$ cat config.mk
export PLATFORM = sky130hd
export DESIGN_NAME = fetch_stage
export DESIGN_NICKNAME = d
export VERILOG_FILES = /design/src/rtl/riscv_fetch_pkg.sv /design/src/rtl/fetch_fifo.sv /design/src/rtl/fetch_stage.sv
export SDC_FILE = /design/constraint.sdc
export NUM_CORES = 1
export LEC_CHECK = 0
export BUFFER_PORTS_ARGS = -buffer_cell sky130_fd_sc_hd__buf_2
export CAP_MARGIN = 10
export CORE_MARGIN = 8
export CORE_UTILIZATION = 35
export CTS_BUF_LIST = sky130_fd_sc_hd__clkbuf_8
export DETAILED_ROUTE_END_ITERATION = 8
export RECOVER_POWER = 25
export SLEW_MARGIN = 20
export SYNTH_ARGS = -nofsm -noshare
export SYNTH_HDL_FRONTEND = slang
export SYNTH_SLANG_ARGS = --single-unit
export TNS_END_PERCENT = 50
$ cat constraint.sdc
create_clock -name clk -period 4.2 [get_ports clk]
set_input_delay 0.21 -clock clk [delete_from_list [all_inputs] [get_ports clk]]
set_output_delay 0.21 -clock clk [all_outputs]
set_load 0.005 [all_outputs]
$ cat src/rtl/riscv_fetch_pkg.sv
// Shared types and constants for the RV32 instruction-fetch stage.
//   XLEN          : architectural register / address width
//   INSTR_NOP     : ADDI x0,x0,0, presented to decode whenever no instruction is valid
//   fetch_state_e : fetch controller states
//   fetch_entry_t : one prefetch buffer entry (instruction word + its PC)
//   word_align    : clears the two low address bits
package riscv_fetch_pkg;

  localparam int          XLEN      = 32;
  localparam logic [31:0] INSTR_NOP = 32'h0000_0013;

  typedef enum logic [1:0] {
    BOOT  = 2'd0,
    FETCH = 2'd1,
    FLUSH = 2'd2
  } fetch_state_e;

  typedef struct packed {
    logic [XLEN-1:0] instr;
    logic [XLEN-1:0] pc;
  } fetch_entry_t;

  function automatic logic [XLEN-1:0] word_align(input logic [XLEN-1:0] addr);
    return {addr[XLEN-1:2], 2'b00};
  endfunction

endpackage

$ cat src/rtl/fetch_fifo.sv
// Prefetch FIFO holding fetched instruction words with their PCs.
// Ports:
//   clk, rst_n : clock, asynchronous active-low reset
//   i_push     : write i_data (ignored when full and not popping)
//   i_data     : entry to write
//   i_pop      : remove head (ignored when empty)
//   i_clear    : drop all entries; wins over push/pop
//   o_head     : head entry, read combinationally from registered storage
//   o_count    : number of stored entries
//   o_empty    : no entry stored
module fetch_fifo
  import riscv_fetch_pkg::*;
#(
  parameter  int DEPTH = 4,
  localparam int AW    = $clog2(DEPTH),
  localparam int CW    = AW + 1
) (
  input  logic          clk,
  input  logic          rst_n,
  input  logic          i_push,
  input  fetch_entry_t  i_data,
  input  logic          i_pop,
  input  logic          i_clear,
  output fetch_entry_t  o_head,
  output logic [CW-1:0] o_count,
  output logic          o_empty
);

  logic [AW-1:0] r_wr_ptr;
  logic [AW-1:0] r_rd_ptr;
  logic [CW-1:0] r_count;
  fetch_entry_t  r_mem [DEPTH];

  logic w_full;
  logic w_push;
  logic w_pop;

  assign o_empty = (r_count == {CW{1'b0}});
  assign w_full  = (r_count == CW'(DEPTH));
  assign w_pop   = i_pop && !o_empty;
  // A full FIFO can still take a write when the head leaves in the same cycle.
  assign w_push  = i_push && (!w_full || w_pop);

  // Pointer and occupancy bookkeeping.
  always_ff @(posedge clk or negedge rst_n) begin
    if (!rst_n) begin
      r_wr_ptr <= {AW{1'b0}};
      r_rd_ptr <= {AW{1'b0}};
      r_count  <= {CW{1'b0}};
    end else if (i_clear) begin
      r_wr_ptr <= {AW{1'b0}};
      r_rd_ptr <= {AW{1'b0}};
      r_count  <= {CW{1'b0}};
    end else begin
      if (w_push) r_wr_ptr <= r_wr_ptr + AW'(1'b1);
      if (w_pop)  r_rd_ptr <= r_rd_ptr + AW'(1'b1);
      case ({w_push, w_pop})
        2'b10:   r_count <= r_count + CW'(1'b1);
        2'b01:   r_count <= r_count - CW'(1'b1);
        default: r_count <= r_count;
      endcase
    end
  end

  // Entry storage.
  always_ff @(posedge clk or negedge rst_n) begin
    if (!rst_n) begin
      for (int i = 0; i < DEPTH; i++) r_mem[i] <= {$bits(fetch_entry_t){1'b0}};
    end else if (w_push && !i_clear) begin
      r_mem[r_wr_ptr] <= i_data;
    end
  end

  assign o_head  = r_mem[r_rd_ptr];
  assign o_count = r_count;

endmodule

$ cat src/rtl/fetch_stage.sv
// RV32 instruction-fetch stage: keeps the PC, issues in-order word requests
// over a valid/ready link, buffers responses with their PCs and feeds decode.
// A redirect flushes buffered entries and discards in-flight responses.
// Ports:
//   clk, rst_n                       : clock, asynchronous active-low reset
//   imem_req_valid/ready/addr        : fetch request channel
//   imem_rsp_valid/data              : in-order response channel
//   redirect_valid/redirect_pc       : taken branch/jump from execute
//   dec_ready                        : decode consumes out_* this cycle
//   out_valid/out_instr/out_pc       : instruction presented to decode
// Optional build macro FETCH_PERF_EN adds:
//   perf_fetched : instructions popped to decode
//   perf_flushed : FIFO entries plus responses discarded by redirects
module fetch_stage
  import riscv_fetch_pkg::*;
#(
  parameter logic [31:0] RESET_PC   = 32'h0000_0000,
  parameter int          FIFO_DEPTH = 4
) (
  input  logic            clk,
  input  logic            rst_n,
  output logic            imem_req_valid,
  input  logic            imem_req_ready,
  output logic [XLEN-1:0] imem_req_addr,
  input  logic            imem_rsp_valid,
  input  logic [XLEN-1:0] imem_rsp_data,
  input  logic            redirect_valid,
  input  logic [XLEN-1:0] redirect_pc,
  input  logic            dec_ready,
  output logic            out_valid,
  output logic [XLEN-1:0] out_instr,
  output logic [XLEN-1:0] out_pc
`ifdef FETCH_PERF_EN
  ,
  output logic [31:0]     perf_fetched,
  output logic [31:0]     perf_flushed
`endif
);

  localparam int            CW      = $clog2(FIFO_DEPTH) + 1;
  localparam logic [CW-1:0] DEPTH_C = CW'(FIFO_DEPTH);

  fetch_state_e    r_state;
  fetch_state_e    w_state_nxt;
  logic [XLEN-1:0] r_pc;
  logic [CW-1:0]   r_inflight;
  logic [CW-1:0]   r_discard;
  logic [CW-1:0]   w_inflight_nxt;
  logic [CW-1:0]   w_discard_nxt;

  logic            w_req_valid;
  logic            w_accept;
  logic            w_push;
  logic            w_pop;
  logic [XLEN-1:0] w_rsp_pc;
  fetch_entry_t    w_push_entry;
  fetch_entry_t    w_head;
  logic [CW-1:0]   w_fifo_count;
  logic            w_fifo_empty;

  assign w_accept = w_req_valid && imem_req_ready;

  // Outstanding requests after this cycle's accept and response.
  assign w_inflight_nxt = r_inflight + {{(CW-1){1'b0}}, w_accept}
                                     - {{(CW-1){1'b0}}, imem_rsp_valid};

  // Responses still to drop: reloaded from the outstanding count on redirect.
  always_comb begin
    w_discard_nxt = r_discard;
    if (redirect_valid) begin
      w_discard_nxt = w_inflight_nxt;
    end else if (r_state == FLUSH && imem_rsp_valid) begin
      w_discard_nxt = r_discard - CW'(1'b1);
    end else begin
      w_discard_nxt = r_discard;
    end
  end

  // FSM state register.
  always_ff @(posedge clk or negedge rst_n) begin
    if (!rst_n) r_state <= BOOT;
    else        r_state <= w_state_nxt;
  end

  // FSM next-state logic.
  always_comb begin
    w_state_nxt = r_state;
    case (r_state)
      BOOT: w_state_nxt = FETCH;
      FETCH: begin
        if (redirect_valid && (w_inflight_nxt != {CW{1'b0}})) w_state_nxt = FLUSH;
        else                                                   w_state_nxt = FETCH;
      end
      FLUSH: begin
        if (redirect_valid) begin
          w_state_nxt = (w_inflight_nxt != {CW{1'b0}}) ? FLUSH : FETCH;
        end else if (w_discard_nxt == {CW{1'b0}}) begin
          w_state_nxt = FETCH;
        end else begin
          w_state_nxt = FLUSH;
        end
      end
      default: w_state_nxt = BOOT;
    endcase
  end

  // FSM outputs: request only while outstanding + buffered leaves a free FIFO slot.
  // That sum never grows without an accept, so a raised request is held stable.
  always_comb begin
    w_req_valid = 1'b0;
    case (r_state)
      FETCH:   w_req_valid = (({1'b0, r_inflight} + {1'b0, w_fifo_count}) < {1'b0, DEPTH_C});
      default: w_req_valid = 1'b0;
    endcase
  end

  // PC, outstanding and discard counters.
  always_ff @(posedge clk or negedge rst_n) begin
    if (!rst_n) begin
      r_pc       <= RESET_PC;
      r_inflight <= {CW{1'b0}};
      r_discard  <= {CW{1'b0}};
    end else begin
      if (redirect_valid)  r_pc <= word_align(redirect_pc);
      else if (w_accept)   r_pc <= r_pc + 32'd4;
      r_inflight <= w_inflight_nxt;
      r_discard  <= w_discard_nxt;
    end
  end

  // In FETCH every outstanding request is live, so the oldest one was issued
  // at r_pc minus four bytes per outstanding request.
  assign w_rsp_pc           = r_pc - 32'({r_inflight, 2'b00});
  assign w_push_entry.instr = imem_rsp_data;
  assign w_push_entry.pc    = w_rsp_pc;

  // Redirect wins over a same-cycle response push and decode pop.
  assign w_push = imem_rsp_valid && (r_state == FETCH) && !redirect_valid;
  assign w_pop  = !w_fifo_empty && dec_ready && !redirect_valid;

  fetch_fifo #(
    .DEPTH (FIFO_DEPTH)
  ) u_fifo (
    .clk     (clk),
    .rst_n   (rst_n),
    .i_push  (w_push),
    .i_data  (w_push_entry),
    .i_pop   (w_pop),
    .i_clear (redirect_valid),
    .o_head  (w_head),
    .o_count (w_fifo_count),
    .o_empty (w_fifo_empty)
  );

  assign imem_req_valid = w_req_valid;
  assign imem_req_addr  = r_pc;
  assign out_valid      = !w_fifo_empty;
  assign out_instr      = w_fifo_empty ? INSTR_NOP : w_head.instr;
  assign out_pc         = w_fifo_empty ? r_pc      : w_head.pc;

`ifdef FETCH_PERF_EN
  logic [31:0] r_perf_fetched;
  logic [31:0] r_perf_flushed;
  logic [31:0] w_flush_inc;

  // Discards: whole FIFO on redirect, plus any response dropped this cycle.
  assign w_flush_inc = (redirect_valid ? 32'(w_fifo_count) : 32'd0)
                     + ((imem_rsp_valid && ((r_state != FETCH) || redirect_valid)) ? 32'd1 : 32'd0);

  // Performance counters, free-running with natural wrap.
  always_ff @(posedge clk or negedge rst_n) begin
    if (!rst_n) begin
      r_perf_fetched <= 32'd0;
      r_perf_flushed <= 32'd0;
    end else begin
      r_perf_fetched <= r_perf_fetched + (w_pop ? 32'd1 : 32'd0);
      r_perf_flushed <= r_perf_flushed + w_flush_inc;
    end
  end

  assign perf_fetched = r_perf_fetched;
  assign perf_flushed = r_perf_flushed;
`endif

endmodule
Yosys cells after proc, flatten, opt, wreduce, memory -nomap -nowiden
Index checks and enable logic that the tools add are counted.

cells by class
  add/subtract/negate cells = 10
  magnitude comparators = 4
  equality and inequality tests = 5
  muxes and demuxes = 24
  bitwise logic cells = 2
  reduce and logical (&&, ||, !) cells = 23

operators with widths
  kind                     count
  $bwmux W256              1
  $mux W64                 3
  $bmux W64 S2             1
  $demux W64 S2            1
  $mux W32                 4
  $add A32 B3 Y32 const B  1
  $sub A32 B5 Y32          1
  $mux W2                  8
  $logic_and A1 B1 Y1      11
  $mux W3                  3
  $ge A3 B3 Y1 const B     2
  $logic_not A3 Y1         2
  $not A2 Y3               2
  $pmux W2 S3              1
  $pmux W3 S2              1
  $reduce_bool A2 Y1       3
  $reduce_bool A3 Y1       2
  $sub A3 B1 Y3 const B    2
  $add A2 B1 Y2 const B    2
  $add A3 B3 Y4            1
  $eq A2 B1 Y1 const B     2
  $eq A2 B2 Y1 const B     2
  $lt A4 B3 Y1 const B     1
  $add A3 B1 Y3            1
  8 further kinds          10

word-level totals
  register bits after elaboration = 303
  input port bits = 70
  output and inout bits = 98
  word-level logic and storage cells = 83

Depth between registers and ports, before layout
  word-level depth = 11
  gate-level depth with buffers = 14
  depth with buffers taken out = 13

By module
Synthesis repeated with hierarchy kept, for this count alone.

unflattened totals
  cells, all modules = 1106
  area, all modules = 16351.9 um^2

modules (own cells, without submodules)
  module       instances  cells an instance  area an instance (um^2)  seq. area each (um^2)
  fetch_fifo   1          680                12837.3                  6581.3
  fetch_stage  1          426                3514.6                   950.9

Worst setup path after synthesis
OpenSTA, ideal clock, no wires.

  path type = reg2reg
  start = register u_fifo.r_count[2], in the netlist u_fifo.o_count[2]
  end = register r_state[1]
  library setup time = 121 ps
  arrival time = 3377 ps
  required time = 4079 ps
  path slack = 702 ps
  stages on the path, launching flop included = 15
  period minus slack after synthesis = 3498 ps
  cells stage by stage = dfrtp_1 > ha_1 > nor3_1 > and4_1 > clkbuf_1 > inv_2 > ha_1 > inv_1 > ha_1 > fa_1 > xnor3_1 > or3_1 > nand2_1 > o31ai_1 > a22o_1

on the way
  word-level cells in the longest chain between the ends = 11
  elaborated cells on any way between the ends = 15
  classes of those cells = 3 x add/sub; 1 x order compare; 7 x mux; 4 x reduce/logical

ends and longest elaborated chain
  element                 line                source
  from (decl)             fetch_fifo.sv:31    logic [CW-1:0] r_count;
  from (signal assigned)  fetch_fifo.sv:49    r_count <= {CW{1'b0}};
  from (signal assigned)  fetch_fifo.sv:53    r_count <= {CW{1'b0}};
  from (signal assigned)  fetch_fifo.sv:58    2'b10: r_count <= r_count + CW'(1'b1);
  $add A3 B3 Y4 *         fetch_stage.sv:112  FETCH: w_req_valid = (({1'b0, r_inflight} + {1'b0, w_fifo_count}) < {1'b0, DEPTH_C});
  $lt A4 B3 Y1 *          fetch_stage.sv:112
  $mux W1 *               fetch_stage.sv:111  case (r_state)
  $logic_and A1 B1 Y1 *   fetch_stage.sv:61   assign w_accept = w_req_valid && imem_req_ready;
  $add A3 B1 Y3 *         fetch_stage.sv:64   assign w_inflight_nxt = r_inflight + {{(CW-1){1'b0}}, w_accept}
  $sub A3 B1 Y3 *         fetch_stage.sv:65   - {{(CW-1){1'b0}}, imem_rsp_valid};
  net w_inflight_nxt[2]   fetch_stage.sv:48   logic [CW-1:0] w_inflight_nxt;
  $mux W3                 fetch_stage.sv:70   if (redirect_valid) begin
  $logic_not A3 Y1        fetch_stage.sv:97   end else if (w_discard_nxt == {CW{1'b0}}) begin
  $mux W2                 fetch_stage.sv:97
  $mux W2                 fetch_stage.sv:95   if (redirect_valid) begin
  $pmux W2 S3 *           fetch_stage.sv:88   case (r_state)
  net w_state_nxt[1]      fetch_stage.sv:44   fetch_state_e w_state_nxt;
  to (signal assigned)    fetch_stage.sv:82   else r_state <= w_state_nxt;
  to (decl)               fetch_stage.sv:43   fetch_state_e r_state;

Mark *: on every way through the listed nets, which the timed path passes. The rest lies on a longest branch.
A chain may end at the register's enable or synchronous reset.

Worst setup path in the final report
Same ends and word-level chain as after synthesis.

==> flow_metrics.env <==
export IMPL_status="complete, but fails checks"
export IMPL_violations="max-capacitance violations, max-slew violations"
export IMPL_cts_tree="done"
export IMPL_clk_pin_slew_ns=0.06
export IMPL_die_h_um=221
export IMPL_hold_ws_ns=0.145
export IMPL_cts_setup_buffers=0
export IMPL_die_width_um=221
export IMPL_rsz0062_at_grt="false"
export IMPL_dr_total_vias=11937
export IMPL_ys_async_sr_fraction=1.00
export IMPL_cap_violations=2
export IMPL_cts_sinks=293
export IMPL_ioPinCount=168
export IMPL_maxSlewViolCount=132
export IMPL_drive_gt1_frac=0.199
export IMPL_row_count=75
export IMPL_fmax_mhz=266
export IMPL_cts_buffers=54
export IMPL_netlist_area_leader_share=0.498
export IMPL_ys_ff_latch=293
export IMPL_syn_to_final_growth_pct=20.0
export IMPL_setup_worst_path_start="u_fifo.o_count[2]$_DFFE_PN0P_"
export IMPL_synth_top_family_by_area="simple AND/OR/NAND/NOR gates"
export IMPL_critPathSlowestCell="dfrtp_1"
export IMPL_vias_per_cell=5.11
export IMPL_grt_pass1_wl_um=69800
export IMPL_drtIter0Drc=932
export IMPL_antenna_found_initial=3
export IMPL_start_util=0.352
export IMPL_grt_ovfl_total=0
export IMPL_synth_area_mm2=0.0147
export IMPL_cp_common_cell="ha_1"
export IMPL_dp_hpwl_um=26900
export IMPL_p_leak_nw=8.42
export IMPL_grt_max_degree=123
export IMPL_cp_num_buf_inv=2
export IMPL_ant_nets=0
export IMPL_clockBufferDepth=3
export IMPL_hold_path_startpoint="imem_rsp_valid"
export IMPL_finalSetupViolations=0
export IMPL_first_pass_iters=7
export IMPL_wire_per_inst_um=18.7
export IMPL_syn_inst=1567
export IMPL_core_area_mm2=0.0418
export IMPL_synth_cell_types=59
export IMPL_h_tree_depth=2
export IMPL_synth_simple_gate_area_frac=0.239
export IMPL_drcViolationCount=0
export IMPL_synth_compound_area_share=0.0639
export IMPL_cp_top_family="adder cells"
export IMPL_nNetsFinal=1844
export IMPL_synthTopCellsByArea="dfrtp_1 (50%), nand2_1 (16%), mux4_2 (9.5%)"
export IMPL_fin_worst_skew_ns=0.0166
export IMPL_grt_pass1_vias=12440
export IMPL_tns_ns=0
export IMPL_final_hold_viol_count=0
export IMPL_ys_seq_area_frac=0.498
export IMPL_r2r_start="u_fifo.o_count[2]$_DFFE_PN0P_"
export IMPL_synth_edf_count=0
export IMPL_fin_crit_sh=0.894
export IMPL_clk_latency_ns=0.61
export IMPL_crit_required_ns=4.69
export IMPL_critPathKind="reg2reg"
export IMPL_synth_mux_area_frac=0.105
export IMPL_setup_worst_path_start_class="flip-flop"
export IMPL_grt_usage=0.177
export IMPL_slew_headroom=-0.570
export IMPL_worst_pin_slew_ns=2.36
export IMPL_worst_setup_path_end_kind="flip-flop"
export IMPL_cts_root_buf="clkbuf_8"
export IMPL_cp_arrival_ns=4.24
export IMPL_synthAdderAreaFrac=0.0151
export IMPL_crit_chain="ha_1, nor3_1, and4_1, inv_2, ha_1, inv_1, ha_1, fa_1, xnor3_1, or3_1, nand2_1, o31ai_1, a22o_1"
export IMPL_syn_area_per_cell_um2=9.39
export IMPL_drt_total_wl_um=43600
export IMPL_cp_max_fo=10
export IMPL_cts_resized=0
export IMPL_synth_top_flop_cell="dfrtp_1"
export IMPL_cts_hold_buf=65
export IMPL_yosysWarnings=0
export IMPL_cellPowerDensity_mw_per_mm2=618
export IMPL_final_core_util=0.423
export IMPL_cpPeakStageDelay_ns=0.46
export IMPL_gp_congestion=0.775
export IMPL_hp_class="in2reg"
export IMPL_vdd_drop_max_uv=344
export IMPL_post_route_min_period_ns=3.75
export IMPL_power_mw=10.9
export IMPL_die_area_mm2=0.0488
export IMPL_numPortBuffers=161
export IMPL_synth_xor_area_frac=0.0367
export IMPL_yosys_area_top_type="dfrtp_1"
==> flip-flops by register name, summed over array words and instances, names as in the netlist <==
name / flops
imem_req_addr: 30
r_discard: 3
r_inflight: 3
r_state: 2
u_fifo.o_count: 3
u_fifo.r_mem: 248
u_fifo.r_rd_ptr: 2
u_fifo.r_wr_ptr: 2
==> cell usage after synthesis, types with 6 or more instances <==
library cell  instances
a21oi_1              15
a31oi_1               7
and2_1               34
and4_1                7
buf_2                35
buf_4                 7
clkbuf_1             72
dfrtp_1             293
ha_1                 13
inv_1                19
mux2i_1               9
mux4_2               62
nand2_1             611
nand3_1              18
nand4_1              22
nor2_1               43
nor3_1               14
nor4_1               11
o21ai_0             129
o21ai_1               6
o22ai_1               6
xnor2_1              30
xor2_1               29
==> per-stage QoR <==
| step | worst slack [ns] | area [um^2] | instances |
|---|---|---|---|
| 2_1_floorplan | 0.702 | 14700 | 1570 |
| 3_3_place_gp | 0.558 | 15900 | 2176 |
| 3_5_place_dp | 0.478 | 15900 | 2176 |
| 4_1_cts | 0.480 | 17700 | 2335 |
| 5_1_grt | 0.345 | 17700 | 2338 |
| 6_report | 0.447 | 17700 | 2338 |
==> power by group <==
| part | switching (mW) | total (mW) | internal (mW) | leakage, nW |
|---|---|---|---|---|
| Sequential | 0.620 | 4.40 | 3.78 | 3.82 |
| Clock | 1.22 | 2.76 | 1.54 | 0.631 |
| Combinational | 2.04 | 3.75 | 1.71 | 3.97 |
==> final cells by class <==
class	instances	area, um^2
fillers	4091	24100
repair buffers	251	1680
flip-flops and latches	293	7340
diodes	3	7.51
multi-input cells	1138	6790
clock buffers	70	963
clock inverters	24	124
well taps	539	674
inverters	20	75.1
==> kinds of logic (layout without fill, tap and decap cells) <==
logic type,after synthesis,after routing
AO/OA/AOI/OAI,176,176
multiplexers,76,76
adder cells (fa/ha/maj),16,16
other,1,7
flip-flops,293,293
XOR/XNOR,60,60
buffers and inverters,139,365
AND/OR/NAND/NOR,806,806
==> layer usage <==
metal	part of all wire	track usage
met4	0.026	0.0607
met3	0.054	0.0332
met5	0	0
met1	0.42	0.223
met2	0.50	0.302
==> cells in the final DEF, fill, tap and decap left out, types with 11 or more instances in the layout <==
master and count:
a21oi_1 15, and2_1 34, buf_2 157, buf_4 20, clkbuf_8 70, dfrtp_1 291
dlygate4sd3_1 65, ha_1 13, inv_1 37, mux4_2 62, nand2_1 609, nand3_1 18
nand4_1 22, nor2_1 43, nor3_1 14, nor4_1 11, o21ai_0 129, xnor2_1 30
xor2_1 29
==> tightest hold or removal path, cell delays in order <==
cell,delay (ns)
buf_2,0.12
nand2_1,0.10
a21oi_1,0.15
o21ai_0,0.10
==> worst paths after layout <==
| kind | end | slack, ns | depth (start not counted) |
|---|---|---|---|
| worst max-delay path | r_state[1]$_DFF_PN0_ | 0.45 | 13 |
| worst min-delay path | r_discard[1]$_DFF_PN0_ | 0.15 | 4 |
| worst max register to register | r_state[1]$_DFF_PN0_ | 0.45 | 13 |
| worst min register to register | u_fifo.r_mem[116]$_DFFE_PN0P_ | 0.47 | 2 |
| max in group asynchronous | u_fifo.r_mem[171]$_DFFE_PN0P_ | 0.98 | 3 |
| min in group asynchronous | imem_req_addr[9]$_DFFE_PN0N_ | 0.25 | 2 |
No activity file was read; power rests on OpenSTA's default activity.
